[src/rtl/branch_redirect_if.sv]
// Bundle between execute/fetch and the branch redirect unit.
// master = redirect unit side, slave = pipeline side that drives the inputs.
interface branch_redirect_if #(
  parameter int ADDR_W = 64,
  parameter int CNT_W  = 32
);
  logic              ex_done;
  logic              ex_jump;
  logic [ADDR_W-1:0] ex_target;
  logic [ADDR_W-1:0] ex_pc;
  logic              fetch_busy;
  logic              redirect_ready;
  logic              redirect_valid;
  logic [ADDR_W-1:0] redirect_pc;
  logic              flush_front;
  logic              hold_execute;
  logic              misalign_trap;
  logic [ADDR_W-1:0] trap_pc;
  logic [CNT_W-1:0]  redirect_count;

  modport master (
    input  ex_done, ex_jump, ex_target, ex_pc, fetch_busy, redirect_ready,
    output redirect_valid, redirect_pc, flush_front, hold_execute,
           misalign_trap, trap_pc, redirect_count
  );

  modport slave (
    output ex_done, ex_jump, ex_target, ex_pc, fetch_busy, redirect_ready,
    input  redirect_valid, redirect_pc, flush_front, hold_execute,
           misalign_trap, trap_pc, redirect_count
  );
endinterface

[src/rtl/branch_redirect_unit.sv]
// Turns a resolved jump from execute into a front-end flush plus a fetch redirect,
// or a misaligned-target trap. Every output is a register decoded from the next state.
module branch_redirect_unit #(
  parameter int ADDR_W     = 64,
  parameter int ALIGN_BITS = 2,
  parameter int CNT_W      = 32
) (
  input  logic               clk,
  input  logic               reset,
  branch_redirect_if.master  bus
);

  typedef enum logic [2:0] {
    IDLE,
    FLUSH,
    WAIT_FETCH,
    REDIRECT,
    TRAP
  } state_t;

  state_t            state, state_next;
  logic [ADDR_W-1:0] target_q, target_next;
  logic [ADDR_W-1:0] trap_pc_q, trap_pc_next;
  logic [CNT_W-1:0]  count_q, count_next;
  logic              valid_q, flush_q, hold_q, trap_q;
  logic [ADDR_W-1:0] redirect_pc_q;
  logic              misaligned;

  assign misaligned = (bus.ex_target[ALIGN_BITS-1:0] != '0);

  // Next-state logic; a new jump is only looked at while IDLE, so nothing queues.
  always_comb begin
    state_next   = state;
    target_next  = target_q;
    trap_pc_next = trap_pc_q;
    count_next   = count_q;
    case (state)
      IDLE: begin
        if (bus.ex_done && bus.ex_jump) begin
          target_next = bus.ex_target;
          if (misaligned) begin
            trap_pc_next = bus.ex_pc;
            state_next   = TRAP;
          end else begin
            state_next = FLUSH;
          end
        end
      end
      FLUSH:      state_next = bus.fetch_busy ? WAIT_FETCH : REDIRECT;
      WAIT_FETCH: if (!bus.fetch_busy) state_next = REDIRECT;
      REDIRECT: begin
        if (bus.redirect_ready) begin
          count_next = count_q + CNT_W'(1);
          state_next = IDLE;
        end
      end
      TRAP:       state_next = IDLE;
      default:    state_next = IDLE;
    endcase
  end

  // Outputs are registered from the next state so they line up with the state they describe.
  always_ff @(posedge clk) begin
    if (reset) begin
      state         <= IDLE;
      target_q      <= '0;
      trap_pc_q     <= '0;
      count_q       <= '0;
      valid_q       <= 1'b0;
      flush_q       <= 1'b0;
      hold_q        <= 1'b0;
      trap_q        <= 1'b0;
      redirect_pc_q <= '0;
    end else begin
      state         <= state_next;
      target_q      <= target_next;
      trap_pc_q     <= trap_pc_next;
      count_q       <= count_next;
      valid_q       <= (state_next == REDIRECT);
      flush_q       <= (state_next == FLUSH) || (state_next == TRAP);
      hold_q        <= (state_next != IDLE);
      trap_q        <= (state_next == TRAP);
      redirect_pc_q <= (state_next == REDIRECT) ? target_next : '0;
    end
  end

  assign bus.redirect_valid = valid_q;
  assign bus.redirect_pc    = redirect_pc_q;
  assign bus.flush_front    = flush_q;
  assign bus.hold_execute   = hold_q;
  assign bus.misalign_trap  = trap_q;
  assign bus.trap_pc        = trap_pc_q;
  assign bus.redirect_count = count_q;

endmodule
[src/flat_wrapper.sv]
// flat-port wrapper written by rule: the top's interface ports become plain ports
module branch_redirect_unit_flat 
#(
  parameter int ADDR_W     = 64,
  parameter int ALIGN_BITS = 2,
  parameter int CNT_W      = 32
)
  (clk, reset, bus_ex_done, bus_ex_jump, bus_ex_target, bus_ex_pc, bus_fetch_busy, bus_redirect_ready, bus_redirect_valid, bus_redirect_pc, bus_flush_front, bus_hold_execute, bus_misalign_trap, bus_trap_pc, bus_redirect_count);
  branch_redirect_if #(.ADDR_W(ADDR_W), .CNT_W(CNT_W)) bus_i ();
  input  logic clk;
  input  logic reset;
  input wire logic [$bits(bus_i.ex_done)-1:0] bus_ex_done;
  input wire logic [$bits(bus_i.ex_jump)-1:0] bus_ex_jump;
  input wire logic [$bits(bus_i.ex_target)-1:0] bus_ex_target;
  input wire logic [$bits(bus_i.ex_pc)-1:0] bus_ex_pc;
  input wire logic [$bits(bus_i.fetch_busy)-1:0] bus_fetch_busy;
  input wire logic [$bits(bus_i.redirect_ready)-1:0] bus_redirect_ready;
  output wire logic [$bits(bus_i.redirect_valid)-1:0] bus_redirect_valid;
  output wire logic [$bits(bus_i.redirect_pc)-1:0] bus_redirect_pc;
  output wire logic [$bits(bus_i.flush_front)-1:0] bus_flush_front;
  output wire logic [$bits(bus_i.hold_execute)-1:0] bus_hold_execute;
  output wire logic [$bits(bus_i.misalign_trap)-1:0] bus_misalign_trap;
  output wire logic [$bits(bus_i.trap_pc)-1:0] bus_trap_pc;
  output wire logic [$bits(bus_i.redirect_count)-1:0] bus_redirect_count;
  assign bus_i.ex_done = bus_ex_done;
  assign bus_i.ex_jump = bus_ex_jump;
  assign bus_i.ex_target = bus_ex_target;
  assign bus_i.ex_pc = bus_ex_pc;
  assign bus_i.fetch_busy = bus_fetch_busy;
  assign bus_i.redirect_ready = bus_redirect_ready;
  assign bus_redirect_valid = bus_i.redirect_valid;
  assign bus_redirect_pc = bus_i.redirect_pc;
  assign bus_flush_front = bus_i.flush_front;
  assign bus_hold_execute = bus_i.hold_execute;
  assign bus_misalign_trap = bus_i.misalign_trap;
  assign bus_trap_pc = bus_i.trap_pc;
  assign bus_redirect_count = bus_i.redirect_count;
  branch_redirect_unit #(.ADDR_W(ADDR_W), .ALIGN_BITS(ALIGN_BITS), .CNT_W(CNT_W)) u_core (.clk(clk), .reset(reset), .bus(bus_i));
endmodule
[config.mk]
export PLATFORM = sky130hd
export DESIGN_NAME = branch_redirect_unit_flat
export DESIGN_NICKNAME = d
export VERILOG_FILES = /design/src/rtl/branch_redirect_if.sv /design/src/rtl/branch_redirect_unit.sv /design/src/flat_wrapper.sv
export SDC_FILE = /design/constraint.sdc
export NUM_CORES = 1
export LEC_CHECK = 0
export ABC_AREA = 1
export CELL_PAD_IN_SITES_DETAIL_PLACEMENT = 1
export CELL_PAD_IN_SITES_GLOBAL_PLACEMENT = 1
export CORE_AREA = 2 2 171 173
export CTS_CLUSTER_SIZE = 14
export DETAILED_ROUTE_END_ITERATION = 7
export DIE_AREA = 0 0 173 175
export GPL_ROUTABILITY_DRIVEN = 0
export PLACE_DENSITY = 0.78
export SYNTH_ARGS = -nofsm -noshare
export SYNTH_HDL_FRONTEND = slang
export SYNTH_SLANG_ARGS = --single-unit
[constraint.sdc]
create_clock -name clk -period 1.4 [get_ports clk]
set_input_delay 0.35 -clock clk [delete_from_list [all_inputs] [get_ports clk]]
set_output_delay 0.35 -clock clk [all_outputs]
set_load 0.01 [all_outputs]
Word-level counts from Yosys, hierarchy flattened

Index checks and enable logic that the tools add are counted.

Reduce and logical (&&, ||, !) cells: 8
Add/sub/neg operators: 1
Muxes and demuxes: 8
Bitwise gates (word level): 1
Equality and inequality tests: 6

Operators by type and width:

| operator              | count |
|---|---|
| $mux 64               | 2 |
| $add 32x1->32 const B | 1 |
| $mux 3                | 4 |
| $pmux 3 s4            | 1 |
| $eq 3x2->1 const B    | 3 |
| $eq 3x1->1 const B    | 2 |
| $eq 3x3->1 const B    | 1 |
| $logic_not 3->1       | 1 |
| $reduce_and 3->1      | 1 |
| $reduce_bool 3->1     | 1 |
| $reduce_and 2->1      | 1 |
| $reduce_bool 2->1     | 1 |
| $reduce_or 2->1       | 1 |
| $logic_and 1x1->1     | 1 |
| $logic_or 1x1->1      | 1 |
| $mux 1                | 1 |
| $not 1->1             | 1 |

Bits of input ports: 134
Register bits after elaboration: 231

Depth between registers and ports, before layout

Gate-level depths: netlist of the first run.

Word-level depth: 7
Depth in mapped cells: 10

Worst setup path before layout of the first run

No wires, ideal clock.

Path type: register to register
Start: reg u_core.count_q[1] (netlist: u_core.bus.redirect_count[1])
End: reg u_core.count_q[22] (netlist: u_core.bus.redirect_count[22])
Path buffers: 0
Data required time: 1.287 ns
Slack: -0.159 ns
Clock period less this slack: 1.559 ns
Setup time: 0.113 ns
Arrival time: 1.446 ns
Cell stages (with the launch flop): 11
Cell sequence: dfxtp_1 -> ha_1 -> inv_1 -> nor2_2 -> nand3_1 -> nor2_1 -> nand2_1 -> nor2_1 -> nand2_1 -> nand2_1 -> nor2_1

Cells in the longest elaborated chain, start to end: 1

RTL lines:

| element                | line                       | RTL |
|---|---|---|
| start, declared        | branch_redirect_unit.sv:24 | `logic [CNT_W-1:0] count_q, count_next;` |
| start signal, assigned | branch_redirect_unit.sv:78 | `count_q <= count_next;` |
| $add 32x1->32          | branch_redirect_unit.sv:53 | `count_next = count_q + CNT_W'(1);` |

No other way between the ends.
A chain may end at the register's enable or synchronous reset.

Final worst setup path of the first run

Start: reg u_core.state[1]
End: reg u_core.redirect_pc_q[11] (netlist: u_core.bus.redirect_pc[11])

Cells in the longest elaborated chain, start to end: 5

RTL lines:

| element                                  | line                       | RTL |
|---|---|---|
| start, declared                          | branch_redirect_unit.sv:21 | `state_t state, state_next;` |
| start signal, assigned                   | branch_redirect_unit.sv:75 | `state <= state_next;` |
| $eq 3x2->1, or another cell as far along | branch_redirect_unit.sv:37 | `case (state)` |
| $pmux 3 s4                               | branch_redirect_unit.sv:37 |  |
| $eq 3x2->1                               | branch_redirect_unit.sv:83 | `redirect_pc_q <= (state_next == REDIRECT) ? target_next : '0;` |
| $not 1->1 (no source line)               | -                          |  |
| $reduce_or 2->1 (no source line)         | -                          |  |
| end signal, assigned                     | branch_redirect_unit.sv:83 |  |
| end, declared                            | branch_redirect_unit.sv:26 | `logic [ADDR_W-1:0] redirect_pc_q;` |

Parallel ways exist; a longest one is shown, timed or not.

==> summary.md, run 1 <==
| Metric | Value |
|---|---|
| Die boundary width | 173 um |
| Leading cell type in the layout, fill and taps excluded | nor2_1 |
| Post-route clock period utilization | 115% |
| Proportion of synthesized chip area in sequential cells | 56.6% |
| Area added between synthesis and finish | 78.4% |
| Number of failing hold endpoints at the final stage | 0 |
| Arrival time of the worst setup path | 2080 ps |
| Number of hold-repair buffers added at the cts stage | 0 |
| Crit Path Class | reg -> reg |
| Max Buffers Root-to-Sink | 3 |
| Asr flop ratio synth | 0% |
| Number of buffers added by the clock tree synthesis step | 27 |
| Clock transition at path regs | around 60 ps |
| Largest family of logic cells by synthesized area | simple AND/OR/NAND/NOR gates |
| Worst hold endpoint | u_core.target_q[40] |
| Number of fill cells in the layout | 3,193 |
| Initial cell density of the core | 28.8% |
| Net total in the final layout | 1,498 |
| Mux contribution to synthesized area | around 7.6% |
| Die height | 175 um |
| GRT Total Usage | about a fifth |
| Post-synth net total | 1,080 |
| Clk_skew | 12.6 ps |
| Largest net degree at the start of global routing | 65 |
| Fraction of final layout cells sized beyond drive strength 1 | 45.3% |
| Detail Placement HPWL | 20,700 um |
| Critical path fanouts, max | 5 |
| Peak clock frequency supported by timing | 623 MHz |
| Failing checks | negative setup slack |
| Final number of max-transition violations | 0 |
| Global-route wire length before repair | 46,700 um |
| Number of clock sinks seen by CTS | between 200 and 250 |
| Number of buffer cells added on primary ports | 297 |
| Insertion delay of the later-clocked pin in the worst-skew pair | 540 ps |
| Residual DRC | 0 |
| Number of design-rule violations left by the first detailed-router iteration | 223 |
| Setup repair after global routing missed its margin | yes |
| Placeable core region | 0.0284 mm^2 |
| Register-to-Register Setup Slack | -210 ps |
| Overall power after layout | 16.3 mW |
| Worst reg2reg path endpoint | u_core.bus.redirect_pc[11] |
| DR WL/cell | 19.2 um |
| Hold path depth | 2 |
| Number of register bits inferred by synthesis | 231 |
| End-of-flow core utilization | 51.3% |
| Number of I/O pins | about 300 |
| Max stage delay cell, worst path | dfxtp_4 |
| XOR/XNOR Fraction of Synth Area | 0% |
| Synth Area in Adders | 0.153% |
| Setup-failing EPs final | 238 |
| Required time of the worst setup path | 1870 ps |
| Post-Syn Area | 0.00817 mm^2 |
| Root cell of the clock tree | clkbuf_16 |
| Std cell rows | 62 |
| Number of antenna violations at the first check in global routing | 5 |
| TritonCTS clock tree | yes |
| MaxCap Viol Count | 0 |
| Synthesized netlist cell count | 945 |
| PD cells | around 1100 mW/mm^2 |
| Compound-gate portion of the synthesized area | about 6.0% |
| Post-synthesis simple-gate area fraction | 23.4% |
| Number of global-route vias before repair | ~8,600 |
| Worst Min Path Start | reset |
| Post-DRT Antenna Nets | 0 |
| Slack of the critical path | -205 ps |
| Average vias per placed instance | around 4.6 |
| Multi-input logic area | 0.00423 mm^2 |
| Worst reg2reg path depth | 8 |
| FF/Latch Area | between 0.004 and 0.005 mm^2 |
| Via count | 8,123 |
| Crit path buffers/inverters | 2 |
| Endpoint class of the critical path | register |
| Number of warnings issued by yosys | 0 |
| Worst Hold Class | in -> reg |
| Crit path top cell by count | nand3_4 |
| Transition at the pin with the smallest max-transition slack | 406 ps |
| Total Die Area | 0.0303 mm^2 |
| Setup_tns | -27,640 ps |
| Aggregate global routing overflow | 0 |
| Biggest cell delay along the critical path | 360 ps |
| Count of TritonRoute iterations in the first routing pass | 4 |
| Dominant register cell in the synthesized netlist | dfxtp_1 |
| H-Tree Depth | 1 |
| Crit-path cells | nor2_4 -> nand4_4 -> inv_2 -> nand3_4 -> nand3_4 -> nand2_4 -> buf_4 -> nor2_2 |
| Worst-case vdd ir drop | 0.791 mV |
| EDFF count, synth | 0 |
| Total wire length | 34,000 um |
| Outcome | finished with violations |
| Source of the worst register-to-register timing path | u_core.state[1] |
| Worst slew margin relative to its limit | 73.0% |
| CP startpoint kind | register |
| Leakage power total | approximately 6.2 nW |
| Minimum hold slack | 21.0 ps |
| Worst slack after detailed placement | -560 ps |
| Mean instance size in the synthesized netlist | 8.65 um^2 |
| Gate family responsible for the most delay along the worst path | simple AND/OR/NAND/NOR gates |
| Highest-count cells in the layout ignoring fill and taps | nor2_1 (224), dfxtp_1 (160), clkdlybuf4s50_1 (132) |
| Min Tclk post-route | between 1500 and 2000 ps |
| Number of distinct standard cells referenced by the synthesized netlist | 27 |
==> synthesized netlist by cell type (4+ instances only) <==
library cell  instances  area (um^2)
nor2_2               52          325
buf_2                10         50.1
inv_1                60          225
nand4_1              16          100
nor3_1                4         20.0
dfxtp_1             231         4620
o21ai_1              19         95.1
inv_2                 4         15.0
nor2_1              265          995
mux2i_1              62          621
nand2_1              69          259
nand3_1              30          150
buf_6                 6         67.6
buf_4                 9         67.6
o21ai_0              57          285
clkbuf_1             20         75.1
a21oi_1              16         80.1
==> worst max path at each step <==
stage / cells past startpoint / end / slack (ps) / startpoint
4_1_cts: 9 / u_core.bus.redirect_pc[48] / -180 / u_core.state[1]
6_report: 8 / u_core.bus.redirect_pc[11] / -210 / u_core.state[1]
3_3_place_gp: 8 / u_core.bus.redirect_count[17] / -490 / bus_redirect_ready
5_1_grt: 7 / u_core.bus.trap_pc[34] / -270 / u_core.state[1]
2_1_floorplan: 6 / u_core.target_q[2] / 20 / u_core.state[2]
3_5_place_dp: 8 / u_core.bus.redirect_count[31] / -560 / bus_redirect_ready
==> layer usage <==
metal	vias to the layer above	wire length, um	track usage (%)
met5	-	0	0
met4	0	1130	8.44
met2	266	18100	34.4
met1	3936	12700	21.0
met3	65	2130	5.48
li1	3856	-	-
==> where the power goes <==
part	switching [mW]	internal (mW)	leakage, nW
combinational	0.967	1.11	3.87
clock	2.90	4.32	0.441
sequential	0.160	6.82	1.91
total	4.03	12.3	6.22
==> worst reg2reg max path: stages (launching register included) <==
cell and delay [ps]:
dfxtp_4 360, nor2_4 160, nand4_4 200, inv_2 140, nand3_4 80, nand3_4 160
nand2_4 140, buf_4 200, nor2_2 100
==> flip-flops by register name, indices dropped and copies added (netlist names) <==
register and flops:
u_core.bus.redirect_pc 64, u_core.bus.trap_pc 64, u_core.target_q 64, u_core.bus.redirect_count 32
u_core.state 3, u_core.bus.flush_front 1, u_core.bus.hold_execute 1, u_core.bus.misalign_trap 1
u_core.bus.redirect_valid 1
==> through the flow <==
step / instance area [um^2] / instances
floorplan: 8200 / 945
global route: 14600 / 1772
detailed placement: 12200 / 1668
finish: 14600 / 1772
global placement: 12200 / 1668
CTS: 13300 / 1742
==> final cells by class <==
class,count,area share [%]
clock buffers,36,5.14
flip-flops and latches,231,32.6
repair buffers,433,27.1
multi-input cells,604,29.0
well taps,384,3.30
clock inverters,13,1.11
diodes,5,0.0858
inverters,66,1.73
==> cell families after synthesis <==
logic type      after synthesis
compound gates               96
mux                          62
flops                       231
buf+inv                     111
fa+ha+maj                     1
simple gates                444
==> timing repair <==
action | in CTS | in global routing
buffers inserted | 23 | 18
setup endpoints to repair | 384 | 288
pin swaps | 7 | 43
gates resized for setup | 855 | 243
cloned | 2 | 9
(Power assumes the default switching activity.)
==> run 2: changes to the inputs <==
CAP_MARGIN = 25   (was unset)
CTS_CLUSTER_SIZE = unset   (was 14)
==> run 2 against run 1 <==
  * The flow still finishes with violations (negative setup slack)
  * Maximum frequency down 0.18%
  * Non-clock buffer count stayed put
  * Count of clock-buffer cells in the layout unchanged
  * Clock skew shrank 4.3 ps
  * Register-to-register slack about the same
  * Final area down 1.7%
  * Highest routed layer unchanged
  * Combinational power about the same
  * Flip-flop and latch count unchanged
  * Sequential power about the same
  * Hold slack better by 4.8 ps
  * Worst setup slack lost 2.8 ps
  * Critical path depth up 1
==> summary.md, run 2 (same netlist as run 1, synthesis figures left out) <==
| Metric | Value |
|---|---|
| Number of global-route vias before repair | 8,751 (+1.5%) |
| Fraction of final layout cells sized beyond drive strength 1 | 43.1% (-2.2 points) |
| Leading cell type in the layout, fill and taps excluded | nor2_1 |
| Arrival time of the worst setup path | 2080 ps (about the same) |
| Internal cell power | 12.3 mW (+0.20%) |
| GRT Total Usage | 19.6% (+0.44 points) |
| Net switching power | 4.03 mW (about the same) |
| Number of buffers added by the clock tree synthesis step | 27 (unchanged) |
| Final number of max-transition violations | 0 (unchanged) |
| Std cell rows | 62 (unchanged) |
| Total Die Area | 0.0303 mm^2 (unchanged) |
| PD cells | 1140 mW/mm^2 (+1.9%) |
| Met2 Routed Length | 17,100 um (-5.5%) |
| Clock transition at path regs | 60 ps (about the same) |
| Leakage power total | 6.22 nW (about the same) |
| CP startpoint kind | register |
| Post-Layout Inst Area | 0.0143 mm^2 (-1.7%) |
| Highest-count cells in the layout ignoring fill and taps | nor2_1 (203), dfxtp_1 (185), buf_2 (133) |
| Failing checks | negative setup slack |
| Max Buffers Root-to-Sink | 3 (unchanged) |
| Count of TritonRoute iterations in the first routing pass | 4 (unchanged) |
| Die boundary width | 173 um (unchanged) |
| MaxCap Viol Count | 0 (unchanged) |
| Number of clock sinks seen by CTS | 231 (unchanged) |
| Met1 WL | 12,700 um (about the same) |
| H-Tree Depth | 1 (unchanged) |
| Residual DRC | 0 (unchanged) |
| Global-route wire length before repair | 47,800 um (+2.2%) |
| Worst slew margin relative to its limit | 76.0% (+3.1 points) |
| Power share of the combinational group | 12.6% (about the same) |
| Clk_skew | 8.36 ps (-4.26 ps) |
| Worst slack after detailed placement | -560 ps (unchanged) |
| Detail Placement HPWL | 20,700 um (unchanged) |
| Critical path fanouts, max | 9 (+4) |
| Outcome | finished with violations |
| Transition at the pin with the smallest max-transition slack | 356 ps (-50.0 ps) |
| Required time of the worst setup path | 1880 ps (about the same) |
| Hold path depth | 2 (unchanged) |
| Initial cell density of the core | 28.8% (unchanged) |
| Number of buffer cells added on primary ports | 297 (unchanged) |
| Insertion delay of the later-clocked pin in the worst-skew pair | 540 ps (about the same) |
| Die height | 175 um (unchanged) |
| Largest net degree at the start of global routing | 45 (-31%) |
| Number of standard cells in the layout, taps in and fillers out | 1,768 (-0.23%) |
| Number of antenna violations at the first check in global routing | 4 (-1) |
| Placed instance count | 1,668 (unchanged) |
| Number of I/O pins | 298 (unchanged) |
| DR WL/cell | 18.7 um (-2.7%) |
| Worst Hold Class | in -> reg |
| Average vias per placed instance | 4.54 (-0.87%) |
| Crit Path Class | reg -> reg |
| Sequential cell fraction of total power | 42.7% (-0.2 points) |
| Post-route clock period utilization | 115% (+0.20 points) |
| Min Tclk post-route | 1610 ps (+2.84 ps) |
| Worst reg2reg path depth | 9 (+1) |
| Post-DRT Antenna Nets | 0 (unchanged) |
| Net total in the final layout | 1,497 (-0.067%) |
| Total wire length | 33,000 um (-2.9%) |
| Endpoint class of the critical path | register |
| Area added between synthesis and finish | 75.4% |
| Slack of the critical path | -208 ps (-2.84 ps) |
| Via count | 8,034 (-1.1%) |
| Switching share of power | 24.7% (-0.036 points) |
| Met3 wirelength from detailed routing | 1920 um (-10%) |
| Placeable core region | 0.0284 mm^2 (unchanged) |
| TritonCTS clock tree | yes |
| Uppermost signal routing layer after detailed routing | met4 |
| Setup_tns | -31,030 ps (-3390 ps) |
| Number of design-rule violations left by the first detailed-router iteration | 240 (+7.6%) |
| Setup-failing EPs final | 233 (-2.1%) |
| Number of failing hold endpoints at the final stage | 0 (unchanged) |
| Peak clock frequency supported by timing | 622 MHz (-0.18%) |
| Post-DP Area | 0.0122 mm^2 (unchanged) |
| Number of hold-repair buffers added at the cts stage | 0 (unchanged) |
| Setup repair after global routing missed its margin | yes |
| Aggregate global routing overflow | 0 (unchanged) |
| Root cell of the clock tree | clkbuf_16 |
| Worst-case vdd ir drop | 0.785 mV (-0.76%) |
| Part of the power in the clock network | 44.7% (+0.3 points) |
[run 2: cell count changes in the layout (fill, tap and decap cells not counted), sizes merged]
cell,previous run,this run
inv,67,68
clkbuf,42,43
clkinv,6,3
diode,5,4
buf,295,294
nand2,72,71
[run 2: stage by stage]
step                      hold slack (ps)  power [mW]  util [%]
after floorplan                       461        7.73         -
after global placement                471        8.64      43.1
after detailed placement              479        8.70      43.1
after CTS                            9.42        16.1      47.1
after global routing                 39.9        16.9      50.5
final                                25.8        16.3      50.5
[run 2: final cells by class]
| class | count | area (um^2) |
|---|---|---|
| diodes | 4 | 10.0 |
| clock inverters | 11 | 156 |
| multi-input cells | 603 | 4060 |
| clock buffers | 36 | 759 |
| well taps | 384 | 480 |
| flip-flops and latches | 231 | 4710 |
| inverters | 66 | 258 |
| fillers | 3265 | 14100 |
| repair buffers | 433 | 3890 |
[run 2: worst paths after layout]
check / startpoint / endpoint / slack (ps)
max: u_core.state[1] / u_core.bus.redirect_pc[55] / -210
min: reset / u_core.target_q[40] / 30
max reg2reg: u_core.state[1] / u_core.bus.redirect_pc[55] / -210
min reg2reg: u_core.bus.trap_pc[6] / u_core.bus.trap_pc[6] / 500
[run 2: critical path, cell delays in order, from the launching register on]
cell       delay (ps)
dfxtp_2           360
buf_6             130
nand2_4            60
nor2_4            150
nand2_2            90
a21oi_2           120
and2_4            180
nand2_8           130
clkbuf_16         210
nor2_2            100
[run 2: repair_timing]
item	CTS	global route
setup buffers	24	12
cloned	4	12
pin swaps	11	38
gates resized for setup	860	156
setup endpoints to repair	384	281
[run 2: power by group through the flow]
stage	combinational, mW	sequential, mW	clock, mW
after CTS	1.73	6.94	7.44
after global routing	2.19	6.98	7.76
after floorplan	0.603	7.13	0
after global placement	1.58	7.06	0
after detailed placement	1.63	7.07	0
final	2.05	6.96	7.29
[run 2: routing by layer]
layer  vias to the layer above  GRT usage (%)
met2                       233           36.0
met4                         0           8.51
li1                       3855              -
met1                      3870           21.3
met3                        76           4.94
met5                         -              0
